### config.mk
export PLATFORM = sky130hd
export DESIGN_NAME = serial_add32_seq
export DESIGN_NICKNAME = d
export VERILOG_FILES = /design/src/rtl/add_pkg.sv /design/src/rtl/prefix_adder_8bit.sv /design/src/rtl/serial_add32_seq.sv
export SDC_FILE = /design/constraint.sdc
export NUM_CORES = 1
export LEC_CHECK = 0
export ABC_AREA = 1
export BUFFER_PORTS_ARGS = -buffer_cell sky130_fd_sc_hd__buf_4
export CORE_MARGIN = 2
export CORE_UTILIZATION = 50
export CTS_CLUSTER_SIZE = 20
export DETAILED_ROUTE_END_ITERATION = 10
export HOLD_SLACK_MARGIN = 0.02
export PLACE_DENSITY_LB_ADDON = 0.3
export SLEW_MARGIN = 40
export SYNTH_ARGS = -nofsm -noshare
export SYNTH_HDL_FRONTEND = slang
export SYNTH_HIERARCHICAL = 1
export SYNTH_SLANG_ARGS = --single-unit
### constraint.sdc
create_clock -name clk -period 3.2 [get_ports clk]
set_input_delay 0.64 -clock clk [delete_from_list [all_inputs] [get_ports clk]]
set_output_delay 0.64 -clock clk [all_outputs]
set_load 0.02 [all_outputs]
### src/rtl/add_pkg.sv
// Shared types and sizing for the byte-serial adder sequencer.
package add_pkg;

  typedef enum logic [1:0] {S_IDLE, S_RUN, S_DONE} seq_state_t;

  localparam int ADD_WIDTH = 32;
  localparam int ADD_SLICE = 8;

endpackage

### src/rtl/prefix_adder_8bit.sv
// 8-bit Kogge-Stone prefix adder with carry-in; the per-cycle byte engine of the sequencer.
module prefix_adder_8bit (
  input  logic [7:0] a,
  input  logic [7:0] b,
  input  logic       cin,
  output logic [7:0] sum,
  output logic       cout
);

  logic [7:0] gen [4];
  logic [7:0] prop [4];
  logic [7:0] carries;

  // Fold cin into bit 0 generate so the prefix tree yields carries directly.
  always_comb begin
    gen[0]    = a & b;
    gen[0][0] = (a[0] & b[0]) | ((a[0] ^ b[0]) & cin);
    prop[0]   = a ^ b;
    for (int l = 0; l < 3; l++) begin
      for (int i = 0; i < 8; i++) begin
        if (i >= (1 << l)) begin
          gen[l+1][i]  = gen[l][i] | (prop[l][i] & gen[l][i-(1<<l)]);
          prop[l+1][i] = prop[l][i] & prop[l][i-(1<<l)];
        end else begin
          gen[l+1][i]  = gen[l][i];
          prop[l+1][i] = prop[l][i];
        end
      end
    end
    carries = {gen[3][6:0], cin};
    sum     = prop[0] ^ carries;
    cout    = gen[3][7];
  end

endmodule

### src/rtl/serial_add32_seq.sv
// Byte-serial WIDTH-bit adder: latches an operand pair, adds one SLICE per cycle
// through a shared byte adder with a registered carry, then presents the result.
module serial_add32_seq
  import add_pkg::*;
#(
  parameter int WIDTH = ADD_WIDTH,
  parameter int SLICE = ADD_SLICE
) (
  input  logic             clk,
  input  logic             rst,
  input  logic             in_valid,
  output logic             in_ready,
  input  logic [WIDTH-1:0] in_a,
  input  logic [WIDTH-1:0] in_b,
  input  logic             in_cin,
  output logic             out_valid,
  input  logic             out_ready,
  output logic [WIDTH-1:0] out_sum,
  output logic             out_cout,
  output logic             out_ovf,
  output logic             busy
);

  localparam int NSLICE = WIDTH / SLICE;
  localparam int IDXW   = (NSLICE > 1) ? $clog2(NSLICE) : 1;
  localparam logic [IDXW-1:0] LAST_IDX = IDXW'(NSLICE - 1);

  seq_state_t       state_q, state_d;
  logic [IDXW-1:0]  idx_q;
  logic             carry_q;
  logic [WIDTH-1:0] a_q, b_q, result_q;
  logic             cout_q, ovf_q;
  logic             accept;

  logic [SLICE-1:0] a_slice, b_slice, slice_sum;
  logic             slice_cout;

  assign a_slice = a_q[idx_q*SLICE +: SLICE];
  assign b_slice = b_q[idx_q*SLICE +: SLICE];

  prefix_adder_8bit u_byte_adder (
    .a    (a_slice),
    .b    (b_slice),
    .cin  (carry_q),
    .sum  (slice_sum),
    .cout (slice_cout)
  );

  always_ff @(posedge clk or posedge rst) begin
    if (rst) state_q <= S_IDLE;
    else     state_q <= state_d;
  end

  // DONE doubles as an accept slot so back-to-back ops cost only one extra cycle.
  always_comb begin
    state_d   = state_q;
    in_ready  = 1'b0;
    out_valid = 1'b0;
    busy      = 1'b0;
    accept    = 1'b0;
    case (state_q)
      S_IDLE: begin
        in_ready = 1'b1;
        if (in_valid) begin
          accept  = 1'b1;
          state_d = S_RUN;
        end
      end
      S_RUN: begin
        busy = 1'b1;
        if (idx_q == LAST_IDX) state_d = S_DONE;
      end
      S_DONE: begin
        out_valid = 1'b1;
        in_ready  = out_ready;
        if (out_ready) begin
          if (in_valid) begin
            accept  = 1'b1;
            state_d = S_RUN;
          end else begin
            state_d = S_IDLE;
          end
        end
      end
      default: state_d = S_IDLE;
    endcase
  end

  always_ff @(posedge clk or posedge rst) begin
    if (rst) begin
      idx_q    <= '0;
      carry_q  <= 1'b0;
      a_q      <= '0;
      b_q      <= '0;
      result_q <= '0;
      cout_q   <= 1'b0;
      ovf_q    <= 1'b0;
    end else if (accept) begin
      a_q     <= in_a;
      b_q     <= in_b;
      carry_q <= in_cin;
      idx_q   <= '0;
    end else if (state_q == S_RUN) begin
      result_q[idx_q*SLICE +: SLICE] <= slice_sum;
      carry_q <= slice_cout;
      idx_q   <= idx_q + 1'b1;
      // Top slice: its carry and sign bit become the flags.
      if (idx_q == LAST_IDX) begin
        cout_q <= slice_cout;
        ovf_q  <= (a_q[WIDTH-1] == b_q[WIDTH-1]) && (slice_sum[SLICE-1] != a_q[WIDTH-1]);
      end
    end
  end

  assign out_sum  = result_q;
  assign out_cout = cout_q;
  assign out_ovf  = ovf_q;

endmodule

## Word-level counts from Yosys, hierarchy flattened

Cells that the tools add are included.

- Shift operators: 4
- Bitwise operators: 52
- Muxes and demuxes: 16
- Reduce and logical (&&, ||, !) cells: 6
- Add/sub/neg operators: 2
- Eq/ne operators: 8

Operator list:

| kind | count |
|---|---|
| $shiftx 32x6->8 | 2 |
| $neg 5->34 | 1 |
| $shift 8x34->32 const A | 1 |
| $shiftx 8x34->32 | 1 |
| $bwmux 32 | 1 |
| $and 1x1->1 | 29 |
| $or 1x1->1 | 18 |
| $xor 8x8->8 | 2 |
| $mux 2 | 5 |
| $and 8x8->8 | 1 |
| $mux 1 | 7 |
| $pmux 2 s3 | 1 |
| $reduce_and 3->1 | 2 |
| $eq 2x2->1 const B | 2 |
| $ne 2x2->1 const B | 2 |
| $pmux 1 s2 | 2 |
| $add 2x1->2 const B | 1 |
| $eq 2x1->1 const B | 1 |
| $logic_not 2->1 | 1 |
| $ne 2x1->1 const B | 1 |
| $reduce_and 2->1 | 1 |
| $reduce_bool 2->1 | 1 |
| $eq 1x1->1 | 1 |
| $logic_and 1x1->1 | 1 |
| other kinds (3) | 3 |

- Bits in registers: 103
- Bits of input ports: 69
- Word-level logic and storage cells: 96
- Output and inout bits: 37

## Longest topological paths before layout

Gate-level depths: netlist of the first run.

- Depth in word-level cells: 12
- Gate-level depth with buffers: 18
- Mapped depth without buffers: 17

## Hierarchy

The synthesis of the first run kept the hierarchy.

Modules (own cells, without submodules):

| module | times used | area an instance (um2) | cells an instance |
|---|---|---|---|
| serial_add32_seq | 1 | 4878.4 | 634 |
| prefix_adder_8bit | 1 | 386.6 | 59 |

## Least setup slack after synthesis of the first run

Ideal clock, no wire load.

- Path kind: register -> register
- Start: register idx_q[1]
- End: register result_q[12] (netlist: out_sum[12])
- Slack: 0.583 ns
- Setup time: 0.065 ns
- Period minus slack after synthesis: 2.617 ns
- Arrival: 2.552 ns
- Data required time: 3.135 ns
- Stages on the path, launching flop included: 16
- Path through: dfrtp_1 > buf_2 > buf_1 > nor2_1 > o21ai_0 > nand2_1 > fa_1 > fa_1 > nand2_1 > nand2_1 > nand2_1 > xnor2_1 > inv_1 > nor3_1 > nand2_1 > nand2_1

- Cells in the longest elaborated chain, start to end: 11
- Elaborated cells between the ends (all ways): 49

Ends and longest elaborated chain:

| element | RTL line | source |
|---|---|---|
| from (decl) | serial_add32_seq.sv:29 | `logic [IDXW-1:0] idx_q;` |
| from (signal assigned) | serial_add32_seq.sv:106 | `idx_q <= idx_q + 1'b1;` |
| $shiftx 32x6->8 * | serial_add32_seq.sv:38 | `assign a_slice = a_q[idx_q*SLICE +: SLICE];` |
| named net a_slice[0] | serial_add32_seq.sv:35 | `logic [SLICE-1:0] a_slice, b_slice, slice_sum;` |
| $xor 1x1->1 | prefix_adder_8bit.sv:17 | `gen[0][0] = (a[0] & b[0]) \| ((a[0] ^ b[0]) & cin);` |
| $and 1x1->1 | prefix_adder_8bit.sv:17 |  |
| $or 1x1->1 * | prefix_adder_8bit.sv:17 |  |
| $and 1x1->1 * | prefix_adder_8bit.sv:22 | `gen[l+1][i] = gen[l][i] \| (prop[l][i] & gen[l][i-(1<<l)]);` |
| $or 1x1->1 * | prefix_adder_8bit.sv:22 |  |
| $and 1x1->1 * | prefix_adder_8bit.sv:22 |  |
| $or 1x1->1 * | prefix_adder_8bit.sv:22 |  |
| $xor 8x8->8 * | prefix_adder_8bit.sv:31 | `sum = prop[0] ^ carries;` |
| named net slice_sum[4] | serial_add32_seq.sv:35 |  |
| $shiftx 8x34->32 * | serial_add32_seq.sv:104 | `result_q[idx_q*SLICE +: SLICE] <= slice_sum;` |
| $bwmux 32 * | serial_add32_seq.sv:104 |  |
| to (signal, indexed assignment) | serial_add32_seq.sv:104 |  |
| to (decl) | serial_add32_seq.sv:31 | `logic [WIDTH-1:0] a_q, b_q, result_q;` |

The timed path passes the listed nets; every way through them passes the cells marked *.
A chain may end at the register's enable or synchronous reset.

## Worst setup path in the final report of the first run

- Start: register idx_q[0]
- End: register result_q[30] (netlist: out_sum[30])

Same word-level chain as after synthesis.

==> key figures, run 1 <==
Floorplan
  • Ports: 106
  • Die H: 106.6 um
  • Site Rows: 37
  • Die Area: 0.01137 mm^2
  • Starting Density: 51.23%
  • Die span in x: 106.6 um
  • CORE AREA: 0.01028 mm^2

Synth
  • Sequential area share after synthesis: 48.95%
  • Yosys warns: 6
  • Syn Std Cell Area: 0.005265 mm^2
  • Synth unique cells: 27
  • Yosys top cell by area: dfrtp_1
  • Syn nets: 776
  • FF+latch count, synth: 103
  • Largest cells by area after synthesis: dfrtp_1 (49%), nand2_1 (26%), inv_1 (3.6%)
  • Avg Cell Area, Syn: 7.597 um^2
  • Top cell type's share of synthesized area: 48.95%
  • Cells after synthesis: 693

Clocking
  • CTS resizes: 0
  • Setup Fix Bufs, Post-CTS: 0
  • Max clock buf depth: 2
  • CTS Buf Count: 9
  • Clk_lat worst skew: 0.37 ns
  • Clock transition at the registers of the reported paths: 0.10 ns
  • Number of H-tree levels: 3
  • CTS tree: done
  • Post-CTS Hold Buffers: 0
  • Clock sink total: 103
  • Clock root cell: clkbuf_8

Hold path
  • Worst min path class: input pin to asynchronous set/reset pin

Critical path
  • CP Cell Sequence: inv_2 > nand2_1 > o211ai_1 > nand2_1 > fa_1 > fa_1 > nand2_1 > nand2_1 > nand3b_4 > nand3_1 > nand2_1 > inv_1 > nor3_1 > nand2_1 > nand2_1
  • Reg2Reg Setup Slack: 0.38 ns
  • WP data required: 3.51 ns
  • Worst stage delay on the critical path: 0.48 ns
  • Most used cell, CP: nand2_1
  • Cells on worst reg2reg path: 15
  • Slowest-stage cell, CP: fa_1
  • Startpoint types: flop
  • CP endpoint kind: flop
  • Setup crit start: idx_q[0]
  • RR Endpoint: out_sum[30]
  • End of the critical path: out_sum[30]
  • CP Class: flop to flop
  • CP Data Arrival Time: 3.13 ns
  • Worst R2R Start: idx_q[0]
  • Worst Path Max Fanout: 25

Final layout
  • Fin area: 0.006291 mm^2
  • N_diodes: 0
  • Multi-input gate area: 0.002290 mm^2
  • Area growth, synth to finish: 19.49%
  • Layout cells sized above 1: 19.17%
  • Final Util: 61.21%
  • FF/Latch Area: 0.002577 mm^2
  • Nets: 871
  • Fill count: 951

Routing
  • Final ANT Viol Nets: 0
  • Total routed wirelength: 12,140 um
  • WL/cell: 13.07 um
  • Remaining DRCs: 0
  • Vias per cell: 4.853
  • DRT iter0 DRCs: 178
  • Pre-Repair DR Iteration Count: 5
  • Vias: 4,508

Timing
  • Final hold vios: 0
  • Post-Route Setup TNS: 0 ns
  • F_max: 354.4 MHz
  • Fin crit share: 88.19%
  • Final setup viols: 0
  • Measured slew at the worst slew-check pin: 0.7087 ns
  • Max-slew violations: 0
  • Max_slew headroom: 52.76%
  • Post-route minimum period: 2.822 ns
  • Setup ws final: 0.3780 ns
  • Layout Skew: 0.01257 ns
  • RSZ-0062 raised after global routing: false

Run status
  • Run status: finished clean

GRT
  • Remaining global-route overflow: 0
  • Vias in the first global route: 4,396
  • First-pass GRT wire length: 20,560 um
  • Initial antenna violation count: 0
  • Gr usage total: 22.61%
  • Pin count of the biggest net entering global routing: 69

Pwr
  • Peak VDD IR: 0.5363 mV
  • Pwr dens: 1201 mW/mm^2
  • P_leak: 3.660 nW

Job
  • Maxcap violations: 0

Placement
  • DP Area: 0.006098 mm^2
  • GPL Wtd Cong: 0.8802
  • Final HPWL DP: 9037 um
  • Setup slack at placement: 0.3925 ns
  • Port-buffer cells: 105
-- cells in the final DEF (no fill, tap or decap) --
cell type and n:
ha_1 12, xor2_1 1, nand3b_4 1, xnor2_1 2
inv_2 3, inv_1 50, fa_1 2, nand3_4 3
buf_4 113, dfrtp_1 103, nor2_1 45, clkinv_4 2
nand3_1 10, clkinvlp_4 3, nand3b_1 1, inv_4 1
nor2_4 4, o211ai_1 16, nor3_1 7, o21ai_0 18
nand3_2 2, nand2_1 370, a21oi_1 4, nor2_2 1
inv_6 1, clkbuf_8 11, nand2_2 5, or2_4 2
-- where the power goes --
group,leakage (nW),switching (mW),internal [mW]
clock network,0.0922,0.461,0.331
logic,2.25,2.86,1.64
registers,1.32,0.389,1.88
-- critical path: cells and delay by family, from the launching register on --
family / cells / cell delay, ns
AOI/OAI and AO/OA: 1 / 0.09
adders and majority gates: 2 / 0.91
buffers and inverters: 2 / 0.36
DFF: 1 / 0.40
and+or+nand+nor: 10 / 1.00
-- cell families (layout without fill, tap and decap cells) --
family / Yosys count / after routing / synth area share, %
AND/OR/NAND/NOR: 451 / 451 / 35.00
buffers and inverters: 84 / 184 / 7.557
XOR/XNOR: 3 / 3 / 0.4991
adder cells (fa/ha/maj): 14 / 14 / 3.612
AO/OA/AOI/OAI: 38 / 38 / 4.373
flip-flops: 103 / 103 / 48.95
-- per-stage QoR --
| stage | instances | power, mW | hold slack (ns) |
|---|---|---|---|
| 3_3_place_gp | 913 | 6.689 | 0.4571 |
| 2_1_floorplan | 693 | 5.575 | 0.4436 |
| 6_report | 929 | 7.557 | 0.4592 |
| 5_1_grt | 929 | 8.320 | 0.4477 |
| 4_1_cts | 929 | 7.589 | 0.4511 |
| 3_5_place_dp | 913 | 6.792 | 0.4602 |
-- registers in the layout, summed over array words and instances (netlist names) --
register  count
state_q       2
idx_q         2
carry_q       1
b_q          32
out_cout      1
out_ovf       1
out_sum      32
a_q          32
-- per-layer routing --
layer | wire length, um | vias to the layer above | track usage, %
met3 | 476 | 14 | 3.222
met2 | 5876 | 104 | 37.99
met1 | 5592 | 2091 | 30.62
met4 | 195 | 0 | 6.679
met5 | 0 | - | 0
li1 | - | 2299 | -
-- cells in the mapped netlist --
library cell	number
or2_4	2
nand3b_1	1
nor2_4	4
xor2_1	1
nand2_2	5
nand3_1	10
inv_2	4
o21ai_0	18
o211ai_1	16
xnor2_1	2
inv_1	51
buf_6	7
nor2_1	45
buf_2	12
clkbuf_1	5
nand2_1	370
nand3b_4	1
nand3_2	2
nor3_1	7
buf_1	1
dfrtp_1	103
nand3_4	3
fa_1	2
a21oi_1	4
ha_1	12
buf_4	4
nor2_2	1
-- worst min-delay path by stage --
| stage | endpoint | cells after the start |
|---|---|---|
| 2_1_floorplan | a_q[0] | 2 |
| 3_3_place_gp | b_q[4] | 2 |
| 3_5_place_dp | b_q[4] | 2 |
| 4_1_cts | a_q[9] | 3 |
| 5_1_grt | b_q[25] | 3 |
| 6_report | out_sum[5] | 3 |
-- cell type report --
class                   count  area share [%]
clock inverters             5          0.6563
inverters                  55           3.381
multi-input cells         506           36.40
repair buffers            113           13.48
flip-flops and latches    103           40.97
well taps                 136           2.705
clock buffers              11           2.407
Power figures use the tool's default switching activity.
==> inputs of run 2 (changes only) <==
Settings changed: PLACE_DENSITY set to 0.88, PLACE_DENSITY_LB_ADDON 0.3 to not set.
==> run 2 against run 1 <==
  * Clock-buffer cell count unchanged
  * Clock power up 11%
  * Worst setup slack better by 0.026 ns
  * Final cell count unchanged
  * Sequential share of layout area down 0.28 points
  * Combinational power about the same
  * Global-route usage down 0.70 points
  * Critical endpoint is now out_sum[14]
  * Total power up 1.3%
  * Design area up 0.68%
  * Hold slack worse by 0.044 ns
  * Core utilization up 0.41 points
  * Highest routed layer unchanged
==> key figures, run 2 (same netlist as run 1, synthesis figures left out) <==
Run status
  • Run status: finished clean (unchanged)

Timing
  • Measured slew at the worst slew-check pin: 0.7472 ns (was 0.7087 ns)
  • Final setup viols: 0 (unchanged)
  • Final hold vios: 0 (unchanged)
  • RSZ-0062 raised after global routing: false (unchanged)
  • F_max: 357.7 MHz (was 354.4 MHz)
  • Max_slew headroom: 50.18% (was 52.76%)
  • Fin crit share: 87.36% (was 88.19%)
  • Post-Route Setup TNS: 0 ns (unchanged)
  • Max-slew violations: 0 (unchanged)
  • Setup ws final: 0.4044 ns (was 0.3780 ns)
  • Post-route minimum period: 2.796 ns (was 2.822 ns)
  • Layout Skew: 0.01173 ns (was 0.01257 ns)

Routing
  • DRT iter0 DRCs: 321 (was 178)
  • WL/cell: 12.69 um (was 13.07 um)
  • Remaining DRCs: 0 (unchanged)
  • Vias per cell: 4.897 (was 4.853)
  • Pre-Repair DR Iteration Count: 5 (unchanged)
  • Total routed wirelength: 11,790 um (was 12,140 um)
  • Final ANT Viol Nets: 0 (unchanged)
  • Vias: 4,549 (was 4,508)

Placement
  • GPL Wtd Cong: 0.9337 (was 0.8802)
  • Final HPWL DP: 8815 um (was 9037 um)
  • Setup slack at placement: 0.4395 ns (was 0.3925 ns)
  • Port-buffer cells: 105 (unchanged)

Floorplan
  • Die span in x: 106.6 um (unchanged)
  • Die Area: 0.01137 mm^2 (unchanged)
  • Die H: 106.6 um (unchanged)
  • Starting Density: 51.23% (unchanged)
  • CORE AREA: 0.01028 mm^2 (unchanged)
  • Ports: 106 (unchanged)
  • Site Rows: 37 (unchanged)

Final layout
  • Nets: 871 (unchanged)
  • Layout cells sized above 1: 18.92% (was 19.17%)
  • Multi-input gate area: 0.002290 mm^2 (unchanged)
  • N_diodes: 0 (unchanged)
  • Area growth, synth to finish: 20.29% (was 19.49%)
  • Commonest non-fill, non-tap cells in the layout: nand2_1 (370), buf_4 (111), dfrtp_1 (103) (was nand2_1 (370), buf_4 (113), dfrtp_1 (103))
  • FF/Latch Area: 0.002577 mm^2 (unchanged)
  • Commonest non-fill, non-tap cell in the layout: nand2_1 (unchanged)
  • Fill count: 931 (was 951)

Job
  • Maxcap violations: 0 (unchanged)

Clocking
  • Clk_lat worst skew: 0.37 ns (about the same)
  • Clock sink total: 103 (unchanged)
  • Post-CTS Hold Buffers: 0 (unchanged)
  • Number of H-tree levels: 3 (unchanged)
  • Clock root cell: clkbuf_8 (unchanged)
  • Clock transition at the registers of the reported paths: 0.09 ns (was 0.10 ns)
  • CTS resizes: 0 (unchanged)
  • Max clock buf depth: 2 (unchanged)
  • Setup Fix Bufs, Post-CTS: 0 (unchanged)
  • CTS tree: done (unchanged)
  • CTS Buf Count: 9 (unchanged)

Critical path
  • WP data required: 3.51 ns (about the same)
  • Most used cell, CP: nand2_1 (unchanged)
  • CP Data Arrival Time: 3.11 ns (was 3.13 ns)
  • Worst stage delay on the critical path: 0.47 ns (was 0.48 ns)
  • Slowest-stage cell, CP: fa_1 (unchanged)
  • CP Class: flop to flop (unchanged)
  • Family with the most delay on the worst path: simple AND/OR/NAND/NOR gates (unchanged)
  • Startpoint types: flop (unchanged)
  • CP endpoint kind: flop (unchanged)
  • Worst Path Max Fanout: 20 (was 25)
  • Worst path bufs/invs: 2 (unchanged)
  • CP Cell Sequence: inv_2 > nand2_1 > o211ai_1 > nand2_1 > fa_1 > fa_1 > nand2_1 > nand2_1 > nand3b_4 > nand3_1 > nand2_1 > inv_1 > nor3_1 > nand2_1 > nand2_1 (unchanged)

Pwr
  • Switching Fraction: 48.09% (was 49.04%)
  • P_leak: 3.680 nW (was 3.660 nW)
  • Pwr dens: 1209 mW/mm^2 (was 1201 mW/mm^2)
  • Peak VDD IR: 0.5902 mV (was 0.5363 mV)
  • P_int: 3.975 mW (was 3.851 mW)
  • Logic gate share of total power: 58.5% (was 59.4%)
  • Clock Power Share: 11.4% (was 10.5%)
  • Net switching power: 3.683 mW (was 3.706 mW)
  • Sequential power share: 30.0% (was 30.1%)

GRT
  • Remaining global-route overflow: 0 (unchanged)
  • M1 GR Usage: 29.49% (was 30.62%)
  • First-pass GRT wire length: 19,800 um (was 20,560 um)
  • Vias in the first global route: 4,230 (was 4,396)
  • Pin count of the biggest net entering global routing: 104 (was 69)
  • Routing usage on met2: 36.03% (was 37.99%)
  • Initial antenna violation count: 0 (unchanged)
  • Gr usage total: 21.91% (was 22.61%)
  • Grt peak-use layer: met2 (unchanged)
  • Met3 usage: 3.769% (was 3.222%)

Hold path
  • Worst min path class: input pin to asynchronous set/reset pin (unchanged)
run 2: layout make-up:
| type | count | area share (%) |
|---|---|---|
| Clock buffer | 11 | 2.074 |
| Multi-Input combinational cell | 506 | 36.15 |
| Inverter | 55 | 3.319 |
| Timing Repair Buffer | 113 | 13.79 |
| Clock inverter | 5 | 1.284 |
| Tap cell | 136 | 2.687 |
| Sequential cell | 103 | 40.70 |
run 2: power by group through the flow:
| stage | clock [mW] | sequential [mW] | combinational [mW] |
|---|---|---|---|
| 2_1_floorplan | 0 | 2.37 | 3.21 |
| 3_3_place_gp | 0 | 2.31 | 4.34 |
| 3_5_place_dp | 0 | 2.32 | 4.45 |
| 4_1_cts | 0.890 | 2.30 | 4.47 |
| 5_1_grt | 0.947 | 2.37 | 5.05 |
| 6_report | 0.876 | 2.30 | 4.48 |
run 2: worst paths after layout:
| kind | from | to | slack (ns) | depth (start not counted) |
|---|---|---|---|---|
| worst min register to register | b_q[4] | b_q[4] | 0.48 | 2 |
| worst max register to register | idx_q[0] | out_sum[14] | 0.40 | 15 |
| worst max-delay path | idx_q[0] | out_sum[14] | 0.40 | 15 |
| max in group asynchronous | rst | a_q[24] | 2.36 | 3 |
| worst min-delay path | rst | out_sum[5] | 0.42 | 3 |
| min in group clk | in_a[5] | a_q[5] | 0.45 | 3 |
run 2: metrics by stage:
step / instance area [um^2] / total power [mW] / hold slack, ns / std cells / utilization, %
finish: 6334 / 7.659 / 0.4153 / 929 / 61.63
global route: 6334 / 8.369 / 0.4426 / 929 / 61.63
CTS: 6334 / 7.658 / 0.4432 / 929 / 61.63
detailed placement: 6121 / 6.770 / 0.4636 / 913 / 59.56
global placement: 6121 / 6.648 / 0.4625 / 913 / 59.56
floorplan: 5269 / 5.575 / 0.4436 / 693 / -
run 2: routing by layer:
metal | part of all wire, % | vias to the layer above
met4 | 2.1 | 0
met5 | 0 | -
met2 | 48 | 169
met3 | 5.7 | 22
li1 | - | 2294
met1 | 44 | 2064
run 2: tightest hold or removal path: stages:
cell and delay [ns]:
buf_4 0.12, clkinvlp_4 0.07, buf_12 0.40
